`config.mk`:
```
export PLATFORM = sky130hd
export DESIGN_NAME = dmem_ctrl_flat
export DESIGN_NICKNAME = d
export VERILOG_FILES = /design/src/rtl/dmem_pkg.sv /design/src/rtl/dmem_if.sv /design/src/rtl/dmem_timer.sv /design/src/rtl/dmem_ctrl.sv /design/src/flat_wrapper.sv
export SDC_FILE = /design/constraint.sdc
export NUM_CORES = 1
export LEC_CHECK = 0
export ABC_AREA = 1
export CAP_MARGIN = 5
export CORE_MARGIN = 2
export CORE_UTILIZATION = 40
export DETAILED_ROUTE_END_ITERATION = 7
export PLACE_DENSITY = 0.84
export SYNTH_ARGS = -nofsm -noshare
export SYNTH_HDL_FRONTEND = slang
export SYNTH_SLANG_ARGS = --single-unit
```
`constraint.sdc`:
```
create_clock -name clk -period 1.4 [get_ports clk]
set_input_delay 0.14 -clock clk [delete_from_list [all_inputs] [get_ports clk]]
set_output_delay 0.14 -clock clk [all_outputs]
set_load 0.02 [all_outputs]
```
`src/rtl/dmem_pkg.sv`:
```
// rtl/dmem_pkg.sv - shared types and constants for the data memory controller
package dmem_pkg;

    typedef enum logic [1:0] {
        ST_IDLE = 2'd0,
        ST_REQ  = 2'd1,
        ST_DONE = 2'd2
    } state_t;

    localparam int unsigned DEF_TIMEOUT_CYCLES = 255;
    localparam int          TMR_W              = 16;

    function automatic logic is_aligned(input logic [1:0] lo);
        return lo == 2'b00;
    endfunction

endpackage

```
`src/rtl/dmem_if.sv`:
```
// rtl/dmem_if.sv - word-wide memory bus between the controller and the memory side
interface dmem_if;

    logic        bus_req;
    logic        bus_we;
    logic [31:0] bus_addr;
    logic [31:0] bus_wdata;
    logic [31:0] bus_rdata;
    logic        bus_ack;

    modport master (
        output bus_req,
        output bus_we,
        output bus_addr,
        output bus_wdata,
        input  bus_rdata,
        input  bus_ack
    );

    modport slave (
        input  bus_req,
        input  bus_we,
        input  bus_addr,
        input  bus_wdata,
        output bus_rdata,
        output bus_ack
    );

endinterface

```
`src/rtl/dmem_timer.sv`:
```
// rtl/dmem_timer.sv - clearable 16-bit cycle counter with terminal-count flag
module dmem_timer
    import dmem_pkg::*;
(
    input  logic             clk,
    input  logic             rst,
    input  logic             clr,
    input  logic             en,
    input  logic [TMR_W-1:0] limit,
    output logic             tc
);

    logic [TMR_W-1:0] count_q;

    always_ff @(posedge clk or negedge rst) begin
        if (!rst) begin
            count_q <= '0;
        end else if (clr) begin
            count_q <= '0;
        end else if (en) begin
            count_q <= count_q + TMR_W'(1);
        end
    end

    // Flags the cycle in which the count would reach the limit, so the
    // controller can abort on exactly the limit-th unanswered cycle.
    assign tc = (count_q == limit - TMR_W'(1));

endmodule

```
`src/rtl/dmem_ctrl.sv`:
```
// rtl/dmem_ctrl.sv - stalls the datapath while a single load/store runs on the memory bus
module dmem_ctrl
    import dmem_pkg::*;
#(
    parameter int unsigned TIMEOUT_CYCLES = DEF_TIMEOUT_CYCLES
) (
    input  logic        clk,
    input  logic        rst,
    input  logic        memread,
    input  logic        memwrite,
    input  logic [31:0] addr,
    input  logic [31:0] writedata,
    output logic [31:0] readdata,
    output logic        stall,
    dmem_if.master      bus,
    output logic        err_misalign,
    output logic        err_timeout,
    input  logic        err_clr
);

    localparam logic [TMR_W-1:0] LIMIT = TMR_W'(TIMEOUT_CYCLES);

    state_t      state_q;
    state_t      state_d;
    logic        req_any;
    logic        aligned;
    logic        is_load;
    logic        start;
    logic        misal;
    logic        in_req;
    logic        hit;
    logic        expire;
    logic        tc;
    logic        stall_c;
    logic [31:0] readdata_q;

    assign req_any = memread | memwrite;
    assign aligned = is_aligned(addr[1:0]);
    assign is_load = memread & ~memwrite;
    assign start   = (state_q == ST_IDLE) & req_any & aligned;
    assign misal   = (state_q == ST_IDLE) & req_any & ~aligned;
    assign in_req  = (state_q == ST_REQ);
    assign hit     = in_req & bus.bus_ack;
    assign expire  = in_req & ~bus.bus_ack & tc;

    dmem_timer u_timer (
        .clk   (clk),
        .rst   (rst),
        .clr   (start),
        .en    (in_req & ~bus.bus_ack),
        .limit (LIMIT),
        .tc    (tc)
    );

    always_ff @(posedge clk or negedge rst) begin
        if (!rst) begin
            state_q <= ST_IDLE;
        end else begin
            state_q <= state_d;
        end
    end

    always_comb begin
        state_d = state_q;
        stall_c = 1'b0;
        case (state_q)
            ST_IDLE: begin
                stall_c = start;
                if (start) begin
                    state_d = ST_REQ;
                end
            end
            ST_REQ: begin
                stall_c = 1'b1;
                if (hit || expire) begin
                    state_d = ST_DONE;
                end
            end
            ST_DONE: begin
                state_d = ST_IDLE;
            end
            default: begin
                state_d = ST_IDLE;
            end
        endcase
    end

    // The detect-cycle stall is combinational, so reset must mask it directly.
    assign stall = rst & stall_c;

    always_ff @(posedge clk or negedge rst) begin
        if (!rst) begin
            bus.bus_req   <= 1'b0;
            bus.bus_we    <= 1'b0;
            bus.bus_addr  <= '0;
            bus.bus_wdata <= '0;
        end else if (start) begin
            bus.bus_req   <= 1'b1;
            bus.bus_we    <= memwrite;
            bus.bus_addr  <= {addr[31:2], 2'b00};
            bus.bus_wdata <= writedata;
        end else if (hit || expire) begin
            bus.bus_req   <= 1'b0;
        end
    end

    always_ff @(posedge clk or negedge rst) begin
        if (!rst) begin
            readdata_q <= '0;
        end else if (hit && !bus.bus_we) begin
            readdata_q <= bus.bus_rdata;
        end else if (expire || (misal && is_load)) begin
            readdata_q <= '0;
        end
    end

    // A misaligned load commits in its own cycle, so the zero must be visible now.
    assign readdata = (misal && is_load) ? '0 : readdata_q;

    always_ff @(posedge clk or negedge rst) begin
        if (!rst) begin
            err_misalign <= 1'b0;
            err_timeout  <= 1'b0;
        end else begin
            if (misal) begin
                err_misalign <= 1'b1;
            end else if (err_clr) begin
                err_misalign <= 1'b0;
            end
            if (expire) begin
                err_timeout <= 1'b1;
            end else if (err_clr) begin
                err_timeout <= 1'b0;
            end
        end
    end

endmodule

```
`src/flat_wrapper.sv`:
```
// flat-port wrapper written by rule: the top's interface ports become plain ports
module dmem_ctrl_flat import dmem_pkg::*;
#(
    parameter int unsigned TIMEOUT_CYCLES = DEF_TIMEOUT_CYCLES
)
  (clk, rst, memread, memwrite, addr, writedata, readdata, stall, err_misalign, err_timeout, err_clr, bus_bus_req, bus_bus_we, bus_bus_addr, bus_bus_wdata, bus_bus_rdata, bus_bus_ack);
  dmem_if bus_i ();
  input  logic clk;
  input  logic rst;
  input  logic memread;
  input  logic memwrite;
  input  logic [31:0] addr;
  input  logic [31:0] writedata;
  output logic [31:0] readdata;
  output logic stall;
  output logic err_misalign;
  output logic err_timeout;
  input  logic err_clr;
  output wire logic [$bits(bus_i.bus_req)-1:0] bus_bus_req;
  output wire logic [$bits(bus_i.bus_we)-1:0] bus_bus_we;
  output wire logic [$bits(bus_i.bus_addr)-1:0] bus_bus_addr;
  output wire logic [$bits(bus_i.bus_wdata)-1:0] bus_bus_wdata;
  input wire logic [$bits(bus_i.bus_rdata)-1:0] bus_bus_rdata;
  input wire logic [$bits(bus_i.bus_ack)-1:0] bus_bus_ack;
  assign bus_bus_req = bus_i.bus_req;
  assign bus_bus_we = bus_i.bus_we;
  assign bus_bus_addr = bus_i.bus_addr;
  assign bus_bus_wdata = bus_i.bus_wdata;
  assign bus_i.bus_rdata = bus_bus_rdata;
  assign bus_i.bus_ack = bus_bus_ack;
  dmem_ctrl #(.TIMEOUT_CYCLES(TIMEOUT_CYCLES)) u_core (.clk(clk), .rst(rst), .memread(memread), .memwrite(memwrite), .addr(addr), .writedata(writedata), .readdata(readdata), .stall(stall), .bus(bus_i), .err_misalign(err_misalign), .err_timeout(err_timeout), .err_clr(err_clr));
endmodule
```
==> impl_metrics.env, run 1 <==
export IMPL_outcome="finished, violations left"
export IMPL_violations="setup timing"
export IMPL_final_design_area_no_fill_sq_um=9620
export IMPL_path_cells="nor2_4 -> nand4_1 -> buf_4 -> clkbuf_16 -> buf_12 -> nand2_2 -> inv_2 -> buf_6"
export IMPL_route_detailed_drc=0
export IMPL_slew_headroom=0.543
export IMPL_critical_path_required_ns=1.26
export IMPL_finalCritPeriodShare=1.38
export IMPL_seq_area_frac_synth=0.546
export IMPL_setup_viol=146
export IMPL_leakagePower_uw=0.00514
export IMPL_rsz0062_at_grt="true"
export IMPL_insertion_delay_ns=0.41
export IMPL_routedWlPerCell_um=16.4
export IMPL_critPathKind="flop to primary output"
export IMPL_floorplan_initialDensity=0.405
export IMPL_ys_flop_type="dfrtp_1"
export IMPL_fillerInstances=887
export IMPL_setup_ws_ns=-0.525
export IMPL_die_y_um=119
export IMPL_synth_top_family_by_area="simple AND/OR/NAND/NOR gates"
export IMPL_drive_above_1_share=0.318
export IMPL_final_hold_violation_count=0
export IMPL_synth_fa_ha_area_frac=0.00470
export IMPL_grt_usage=0.231
export IMPL_first_iter_violations=270
export IMPL_total_power_uw=13300
export IMPL_place_congestion=0.839
export IMPL_ys_warn_count=0
export IMPL_cts_path_max_buffers=2
export IMPL_cp_arrival_ns=1.79
export IMPL_io_pins=203
export IMPL_critPathBufInv=5
export IMPL_placed_area_sq_um=7740
export IMPL_root_buffer="clkbuf_16"
export IMPL_worstPathMaxFanout=8
export IMPL_core_sq_um=13100
export IMPL_synthesis_area_sq_um=5320
export IMPL_synth_xor_area_frac=0
export IMPL_synthToLayoutAreaGrowth_pct=80.8
export IMPL_grt_ovfl_total=0
export IMPL_skew_ns=0.00940
export IMPL_max_freq_mhz=519
export IMPL_cp_top_family="buffers and inverters"
export IMPL_p_sw_uw=4510
export IMPL_synth_avg_cell_area_sq_um=8.11
export IMPL_cts_tree="built"
export IMPL_nets=1032
export IMPL_drv_slew=0
export IMPL_cpMaxStageDelayCell="dfrtp_1"
export IMPL_internal_power_uw=8760
export IMPL_final_util=0.732
export IMPL_grt_pass1_vias=5226
export IMPL_synth_compound_area_frac=0.0193
export IMPL_drv_cap=0
export IMPL_critPathMaxStageDelay_ns=0.42
export IMPL_combPwrFrac=0.325
export IMPL_pwr_share_seq=0.345
export IMPL_port_buffers=200
export IMPL_drtPass1Iterations=6
export IMPL_yosys_area_share_simple=0.348
export IMPL_postSynthCellCount=656
export IMPL_postRouteAntennaNets=0
export IMPL_dieArea_sq_um=14200
export IMPL_htree_levels=4
export IMPL_antenna_found_initial=0
export IMPL_hold_path_class="input port to flop"
export IMPL_grt_first_pass_wirelength_um=25900
export IMPL_worst_pin_slew_ns=0.685
export IMPL_min_period_ns=1.93
export IMPL_viasPerCell=4.83
export IMPL_powerDensity_nw_per_um2=1380
export IMPL_rows=42
export IMPL_cts_sinks=116
export IMPL_drt_total_wl_um=18300
export IMPL_grt_max_degree=117
export IMPL_synth_async_reset_ratio=1.00
export IMPL_cp_start_kind="flop"
export IMPL_netSwitchingFraction=0.340
export IMPL_insertedDiodeCount=0
export IMPL_end_kind="primary output"
export IMPL_synth_distinct_cells=28
export IMPL_die_width_um=119
export IMPL_synthMuxAreaShare=0
export IMPL_synth_edf_count=0
export IMPL_ys_ff_latch=116
export IMPL_via_count=5400
export IMPL_irDropWorstVdd_mv=1.27
export IMPL_clk_pin_slew_ns=0.06
export IMPL_cts_buffers=17
export IMPL_clock_power_share=0.330
export IMPL_hpwl_um=9870
-- cell families after synthesis --
| family | Yosys count |
|---|---|
| AND/OR/NAND/NOR | 424 |
| flip-flops | 116 |
| buffers and inverters | 94 |
| AO/OA/AOI/OAI | 19 |
| adder cells (fa/ha/maj) | 2 |
| other | 1 |
-- final timing paths --
path	from	to	slack, ns	cells past startpoint
worst max-delay path	u_core.state_q[0]$_DFFE_PN0P_	readdata[26]	-0.53	8
worst min-delay path	writedata[22]	u_core.bus.bus_wdata[22]$_DFFE_PN0N_	0.26	3
worst max register to register	u_core.state_q[0]$_DFFE_PN0P_	u_core.readdata_q[6]$_DFFE_PN0P_	-0.42	11
worst min register to register	u_core.bus.bus_wdata[31]$_DFFE_PN0N_	u_core.bus.bus_wdata[31]$_DFFE_PN0N_	0.47	2
max in group asynchronous	rst	u_core.bus.bus_addr[25]$_DFFE_PN0N_	0.50	3
min in group asynchronous	rst	u_core.readdata_q[28]$_DFFE_PN0P_	0.34	3
-- Yosys cell counts, drive strengths merged (2+ instances only) --
| cell type | n | area, sq um |
|---|---|---|
| clkbuf | 3 | 11.3 |
| nor2 | 29 | 148 |
| nand2 | 332 | 1250 |
| inv | 64 | 240 |
| o21bai | 2 | 15.0 |
| a21oi | 6 | 30.0 |
| nand4 | 8 | 65.1 |
| dfrtp | 116 | 2900 |
| ha | 2 | 25.0 |
| o21ai | 10 | 50.1 |
| nand3 | 48 | 345 |
| nor3 | 4 | 20.0 |
| buf | 26 | 178 |
-- per-stage QoR --
step           hold WS (ns)  TNS, ns  cells  setup slack, ns
6_report              0.255   -42.30   1117           -0.525
5_1_grt               0.261   -53.62   1117           -0.596
4_1_cts               0.238   -30.87   1088           -0.505
3_5_place_dp          0.293   -44.82   1039           -0.566
3_3_place_gp          0.291   -42.97   1039           -0.501
2_1_floorplan        -0.156        0    657          0.00738
-- sequential cells by signal, summed over array words and instances (netlist names) --
name / count
u_core.u_timer.count_q: 16
u_core.bus.bus_we: 1
u_core.err_timeout: 1
u_core.bus.bus_req: 1
u_core.readdata_q: 32
u_core.bus.bus_addr: 30
u_core.err_misalign: 1
u_core.bus.bus_wdata: 32
u_core.state_q: 2
-- routing by layer --
metal / part of all wire / track usage / up-vias
met5: 0 / 0 / -
met4: 0.024 / 0.0897 / 0
met3: 0.081 / 0.0795 / 36
met2: 0.50 / 0.373 / 260
met1: 0.39 / 0.286 / 2556
li1: - / - / 2548
-- power by group through the flow --
stage / clock (uW) / combinational [uW] / sequential [uW]
after floorplan: 0 / 1280 / 5080
after global placement: 0 / 3870 / 4550
after detailed placement: 0 / 3950 / 4540
after CTS: 4450 / 3620 / 4500
after global routing: 4610 / 4630 / 4670
final: 4380 / 4320 / 4580
-- timing repair --
action / CTS / global route
hold buffers: 1 / 0
buffers inserted: 10 / 20
endpoints found under the setup margin: 210 / 148
endpoints found under the hold margin: 116 / 0
gates cloned: 6 / 16
pin swaps: 10 / 26
gates resized for setup: 248 / 202
-- worst min-delay path, cell delays in order --
cell and delay [ns]:
clkdlybuf4s50_1 0.39, nand2_1 0.06, nand2_1 0.04
-- final cells by class --
class	count	area [sq um]	share of cell area
flip-flops and latches	116	2900	0.302
clock buffers	19	453	0.0471
clock inverters	13	150	0.0156
inverters	65	284	0.0295
multi-input cells	447	2500	0.260
repair inverters	1	11.3	0.00117
repair buffers	280	3100	0.322
well taps	176	220	0.0229
-- layout by cell type, fill, tap and decap left out, types with 5 or more instances in the layout --
cell type and n:
a21oi_1 5, buf_12 14, buf_16 6, buf_2 9
buf_4 31, buf_6 36, clkbuf_16 29, clkdlybuf4s50_1 100
clkinvlp_4 5, dfrtp_1 116, dlygate4sd2_1 66, inv_1 45
inv_2 15, nand2_1 255, nand2_2 54, nand2_4 22
nand3_1 10, nand3_2 34, nand4_1 7, nor2_1 18
nor2_4 9
Power figures use the tool's default switching activity.
==> run 2, diff against run 1 <==
--- a/config.mk
+++ b/config.mk
@@ -6,6 +6,7 @@
 export NUM_CORES = 1
 export LEC_CHECK = 0
 export ABC_AREA = 1
+export ABC_CLOCK_PERIOD_IN_PS = 1560
 export CAP_MARGIN = 5
 export CORE_MARGIN = 2
 export CORE_UTILIZATION = 40
==> constraint.sdc (replaced) <==
create_clock -name clk -period 1.56 [get_ports clk]
set_input_delay 0.156 -clock clk [delete_from_list [all_inputs] [get_ports clk]]
set_output_delay 0.156 -clock clk [all_outputs]
set_load 0.02 [all_outputs]
==> impl_metrics.env, run 2 (synthesis gave the netlist of run 1 again) <==
export IMPL_cts_tree="built"
export IMPL_cp_start_kind="flop"
export IMPL_critPathMaxStageDelay_ns=0.38
export IMPL_cts_sinks=116
export IMPL_synthToLayoutAreaGrowth_pct=59.3
export IMPL_netSwitchingFraction=0.315
export IMPL_io_pins=203
export IMPL_insertion_delay_ns=0.41
export IMPL_grt_usage=0.206
export IMPL_first_iter_violations=380
export IMPL_drt_total_wl_um=14700
export IMPL_die_y_um=119
export IMPL_rows=42
export IMPL_slew_headroom=0.570
export IMPL_cts_path_max_buffers=2
export IMPL_dieArea_sq_um=14200
export IMPL_combPwrFrac=0.295
export IMPL_min_period_ns=1.75
export IMPL_p_sw_uw=3620
export IMPL_max_freq_mhz=571
export IMPL_irDropWorstVdd_mv=0.894
export IMPL_grt_pass1_vias=4839
export IMPL_core_sq_um=13100
export IMPL_cpMaxStageDelayCell="dfrtp_1"
export IMPL_route_detailed_drc=0
export IMPL_end_kind="primary output"
export IMPL_worst_pin_slew_ns=0.645
export IMPL_powerDensity_nw_per_um2=1360
export IMPL_viasPerCell=4.69
export IMPL_die_width_um=119
export IMPL_internal_power_uw=7870
export IMPL_violations="setup timing"
export IMPL_postRouteAntennaNets=0
export IMPL_insertedDiodeCount=0
export IMPL_critical_path_required_ns=1.40
export IMPL_cts_buffers=17
export IMPL_outcome="finished, violations left"
export IMPL_grt_ovfl_total=0
export IMPL_reg_top3="u_core.bus.bus_wdata (32), u_core.readdata_q (32), u_core.bus.bus_addr (30)"
export IMPL_finalCritPeriodShare=1.12
export IMPL_path_cells="nor2_2 -> nand4_1 -> buf_6 -> buf_2 -> nand2_1 -> inv_1 -> clkbuf_2"
export IMPL_via_count=5032
export IMPL_root_buffer="clkbuf_16"
export IMPL_grt_max_degree=117
export IMPL_final_hold_violation_count=0
export IMPL_drv_cap=0
export IMPL_cp_arrival_ns=1.60
export IMPL_drv_slew=0
export IMPL_hold_path_class="input port to flop"
export IMPL_rsz0062_at_grt="true"
export IMPL_htree_levels=4
export IMPL_routedWlPerCell_um=13.7
export IMPL_drive_above_1_share=0.179
export IMPL_pre_cts_ws_ns=-0.462
export IMPL_layout_commonest_cell="nand2_1"
export IMPL_place_congestion=0.808
export IMPL_grt_first_pass_wirelength_um=23400
export IMPL_floorplan_initialDensity=0.405
export IMPL_total_power_uw=11500
export IMPL_port_buffers=200
export IMPL_critPathKind="flop to primary output"
export IMPL_setup_viol=58
export IMPL_worstPathMaxFanout=4
export IMPL_antenna_found_initial=0
export IMPL_pwr_share_seq=0.354
export IMPL_drtPass1Iterations=4
export IMPL_cp_top_family="buffers and inverters"
export IMPL_skew_ns=0.0118
export IMPL_instances_no_fill=1074
export IMPL_dp_cells=1033
export IMPL_setup_ws_ns=-0.192
export IMPL_final_util=0.645
export IMPL_nets=989
export IMPL_leakagePower_uw=0.00486
export IMPL_clk_pin_slew_ns=0.06
export IMPL_mostFrequentLayoutCells="nand2_1, dfrtp_1, clkdlybuf4s50_1"
export IMPL_hpwl_um=10000
export IMPL_clock_power_share=0.351
export IMPL_critPathBufInv=4
## run 2: final cells by class
class | instances | area, sq um
flip-flops and latches | 116 | 2900
clock inverters | 10 | 145
clock buffers | 22 | 484
fillers | 1091 | 4660
well taps | 176 | 220
repair buffers | 238 | 2390
inverters | 65 | 255
multi-input cells | 447 | 2080
## run 2: what timing repair did
item                                   4_1_cts  5_1_grt
resized for setup                          138      120
pin swaps                                    3        7
buffers inserted                             1        6
endpoints found under the hold margin      116        0
hold buffers                                 1        0
setup endpoints to repair                   91      124
gates cloned                                 0        5
## run 2: power by group through the flow
stage,registers [uW],clock network (uW),logic (uW)
after floorplan,4560,0,1150
after global placement,4080,0,3450
after detailed placement,4090,0,3530
after CTS,4060,4140,3280
after global routing,4130,4260,3680
final,4060,4040,3390
## run 2: path summary, 6_finish.rpt
check,startpoint,to,slack (ns),cells after the start
max reg2reg,u_core.state_q[0]$_DFFE_PN0P_,u_core.readdata_q[0]$_DFFE_PN0P_,-0.04,10
max in group asynchronous,rst,u_core.u_timer.count_q[10]$_DFFE_PN0P_,0.69,3
min reg2reg,u_core.bus.bus_wdata[2]$_DFFE_PN0N_,u_core.bus.bus_wdata[2]$_DFFE_PN0N_,0.47,2
max,u_core.state_q[0]$_DFFE_PN0P_,readdata[23],-0.19,7
min in group asynchronous,rst,u_core.readdata_q[27]$_DFFE_PN0P_,0.36,3
min,writedata[22],u_core.bus.bus_wdata[22]$_DFFE_PN0N_,0.28,3
## run 2: worst reg2reg max path, cell delays in order, from the launching register on
cell	delay, ns
dfrtp_1	0.38
nor2_2	0.14
nand4_1	0.12
buf_6	0.15
buf_2	0.14
buf_4	0.15
nand2_4	0.07
inv_6	0.06
clkbuf_16	0.16
nand3_2	0.07
nand2_1	0.05
## run 2: metal layers
layer  part of all wire  up-vias  global-route usage
li1                   -     2450                   -
met1               0.41     2369               0.254
met2               0.49      194               0.327
met3              0.094       19              0.0857
met4              0.013        0              0.0735
met5                  0        -                   0
## run 2: metrics by stage
step	TNS [ns]	instance area, sq um	hold slack, ns
after floorplan	0	5320	-0.140
after global placement	-27.25	7660	0.313
after detailed placement	-30.67	7660	0.313
after CTS	-7.76	8160	0.257
after global routing	-11.29	8480	0.278
final	-5.75	8480	0.275
==> run 3, diff against run 2 <==
--- a/config.mk
+++ b/config.mk
@@ -9,9 +9,10 @@
 export ABC_CLOCK_PERIOD_IN_PS = 1560
 export CAP_MARGIN = 5
 export CORE_MARGIN = 2
-export CORE_UTILIZATION = 40
+export CORE_UTILIZATION = 41
 export DETAILED_ROUTE_END_ITERATION = 7
 export PLACE_DENSITY = 0.84
 export SYNTH_ARGS = -nofsm -noshare
 export SYNTH_HDL_FRONTEND = slang
+export SYNTH_HIERARCHICAL = 1
 export SYNTH_SLANG_ARGS = --single-unit
==> impl_metrics.env, run 3 <==
export IMPL_outcome="finished, violations left"
export IMPL_violations="DRC, setup timing"
export IMPL_slew_headroom=0.261
export IMPL_synth_avg_cell_area_sq_um=7.40
export IMPL_worst_pin_slew_ns=1.10
export IMPL_critical_path_required_ns=1.85
export IMPL_clk_pin_slew_ns=0.06
export IMPL_grt_first_pass_wirelength_um=30000
export IMPL_drv_cap=0
export IMPL_cp_top_family="simple AND/OR/NAND/NOR gates"
export IMPL_ys_flop_type="dfrtp_1"
export IMPL_htree_levels=4
export IMPL_seq_area_sq_um=2900
export IMPL_synth_edf_count=0
export IMPL_antenna_found_initial=0
export IMPL_insertion_delay_ns=0.43
export IMPL_pre_cts_ws_ns=-0.532
export IMPL_drv_slew=0
export IMPL_cp_arrival_ns=2.72
export IMPL_r2r_end="u_core/readdata_q[12]$_DFFE_PN0P_"
export IMPL_mostFrequentLayoutCells="nand2_1, dfrtp_1, clkdlybuf4s50_1"
export IMPL_fillerInstances=598
export IMPL_reg2reg_depth=15
export IMPL_die_y_um=122
export IMPL_grt_max_degree=117
export IMPL_insertedDiodeCount=0
export IMPL_multi_input_area_sq_um=3560
export IMPL_synthToLayoutAreaGrowth_pct=93.0
export IMPL_critPathMaxStageDelay_ns=0.50
export IMPL_setup_viol=149
export IMPL_cpMaxStageDelayCell="dfrtp_1"
export IMPL_core_sq_um=13800
export IMPL_postSynthCellCount=777
export IMPL_ff2ff_setup_slack_ns=-0.88
export IMPL_irDropWorstVdd_mv=0.944
export IMPL_hpwl_um=11800
export IMPL_skew_ns=0.0207
export IMPL_cts_path_max_buffers=2
export IMPL_r2r_start="u_core/u_timer/count_q[11]$_DFFE_PN0P_"
export IMPL_critPathKind="flop to flop"
export IMPL_seq_area_frac_synth=0.505
export IMPL_layout_commonest_cell="nand2_1"
export IMPL_hold_path_class="input port to flop"
export IMPL_cp_start_kind="flop"
export IMPL_synth_async_reset_ratio=1.00
export IMPL_cp_common_cell="nand2_1"
export IMPL_final_hold_violation_count=0
export IMPL_route_detailed_drc=26
export IMPL_synth_top_area_share=0.505
export IMPL_dieArea_sq_um=15000
export IMPL_port_buffers=200
export IMPL_powerDensity_nw_per_um2=1190
export IMPL_worstPathMaxFanout=8
export IMPL_synth_most_common_cell="nand2_1"
export IMPL_floorplan_initialDensity=0.417
export IMPL_grt_usage=0.262
export IMPL_leakagePower_uw=0.00615
export IMPL_rsz0062_at_grt="true"
export IMPL_first_iter_violations=1445
export IMPL_critPathBufInv=2
export IMPL_synth_area_leaders="dfrtp_1, nand2_1, inv_1"
export IMPL_place_congestion=0.871
export IMPL_ys_ff_latch=116
export IMPL_setup_ws_ns=-0.876
export IMPL_synth_distinct_cells=36
export IMPL_routedWlPerCell_um=26.1
export IMPL_max_freq_mhz=411
export IMPL_root_buffer="clkbuf_16"
export IMPL_nets=1234
export IMPL_finalCritPeriodShare=1.56
export IMPL_final_util=0.805
export IMPL_drt_total_wl_um=34500
export IMPL_min_period_ns=2.44
export IMPL_postRouteAntennaNets=0
export IMPL_drtPass1Iterations=8
export IMPL_min_to="u_core/readdata_q[29]$_DFFE_PN0P_"
export IMPL_synthesis_area_sq_um=5750
export IMPL_ys_warn_count=6
export IMPL_reg_top3="u_core/bus.bus_wdata (32), u_core/readdata_q (32), u_core/bus.bus_addr (30)"
export IMPL_hold_depth=3
export IMPL_yosys_top_cells_count="nand2_1, dfrtp_1, inv_1"
export IMPL_drive_above_1_share=0.369
export IMPL_rows=43
export IMPL_io_pins=203
export IMPL_grt_pass1_vias=6212
export IMPL_cts_buffers=17
export IMPL_end_kind="flop"
export IMPL_hp_start="bus_bus_rdata[29]"
export IMPL_cts_sinks=116
export IMPL_grt_ovfl_total=0
export IMPL_fin_tns_setup_ns=-66.69
export IMPL_path_cells="nand2_1 -> nand2_1 -> nand3_2 -> nand2_1 -> nor2_1 -> nand2_1 -> nor2_1 -> nand2_1 -> nor2_4 -> inv_2 -> nor2_4 -> nor2_4 -> buf_12 -> nand3_2 -> nand2_1"
export IMPL_viasPerCell=6.01
export IMPL_cts_tree="built"
export IMPL_synth_top_area_cell="dfrtp_1"
export IMPL_via_count=7945
export IMPL_die_width_um=122
-- run 3: cell types whose count changed after synthesis, moves of 6 or more --
cell	previous run	this run
buf_4	4	10
o21ai_0	8	16
nor2_1	25	46
nand3_1	27	49
nand2_1	329	385
inv_1	60	78
nand3_2	21	1
-- run 3: logic make-up after synthesis --
family,count (synthesis),synth area share
compound gates,29,0.0290
xor+xnor,7,0.0107
fa+ha+maj,2,0.00435
buf+inv,109,0.0845
flops,116,0.505
other cells,2,0.00131
simple gates,512,0.365
-- run 3: through the flow --
step,power (uW),instances,hold slack [ns],cell area (sq um)
2_1_floorplan,5780,830,-0.140,5980
3_3_place_gp,7630,1230,0.315,8450
3_5_place_dp,7710,1230,0.317,8450
4_1_cts,11200,1287,0.262,9400
5_1_grt,13500,1322,0.278,11100
6_report,13200,1322,0.276,11100
-- run 3: worst register-to-register path, stage by stage, from the launching register on --
cell,delay (ns)
dfrtp_1,0.50
nand2_1,0.13
nand2_1,0.17
nand3_2,0.14
nand2_1,0.09
nor2_1,0.13
nand2_1,0.08
nor2_1,0.10
nand2_1,0.10
nor2_4,0.16
inv_2,0.07
nor2_4,0.16
nor2_4,0.10
buf_12,0.18
nand3_2,0.07
nand2_1,0.11
-- run 3: layout make-up --
type	count	area share
timing repair buffer	309	0.321
multi-input combinational	605	0.321
sequential	116	0.262
clock buffer	22	0.0428
inverter	80	0.0276
tap	180	0.0203
clock inverter	9	0.00508
timing repair inverter	1	0.000677
-- run 3: metal layers --
layer  vias to the layer above  share of wire  global-route usage
li1                       3032              -                   -
met3                       347           0.14               0.110
met4                         2           0.10               0.132
met5                         -        0.00046                   0
met2                       921           0.45               0.449
met1                      3643           0.31               0.277
-- run 3: worst max path at each step --
stage / from / end / slack [ns] / cells after the start
2_1_floorplan: u_core/state_q[0]$_DFFE_PN0P_ / u_core/u_timer/count_q[10]$_DFFE_PN0P_ / -0.18 / 12
3_3_place_gp: addr[1] / readdata[3] / -0.52 / 7
3_5_place_dp: addr[0] / readdata[3] / -0.53 / 7
4_1_cts: u_core/state_q[0]$_DFFE_PN0P_ / readdata[13] / -0.36 / 8
5_1_grt: u_core/u_timer/count_q[11]$_DFFE_PN0P_ / u_core/readdata_q[12]$_DFFE_PN0P_ / -0.92 / 15
6_report: u_core/u_timer/count_q[11]$_DFFE_PN0P_ / u_core/readdata_q[12]$_DFFE_PN0P_ / -0.88 / 15
-- run 3: what timing repair did --
action / in CTS / in global routing
hold buffers: 1 / 0
endpoints found under the hold margin: 116 / 0
cloned: 8 / 18
resized for setup: 226 / 387
buffers inserted: 20 / 23
pin swaps: 8 / 70
endpoints found under the setup margin: 120 / 177
-- run 3: report_power, final --
group          leakage [uW]  switching (uW)  internal, uW
Combinational       0.00440            2830          2190
Sequential          0.00149             807          3650
Clock              0.000258            1580          2130
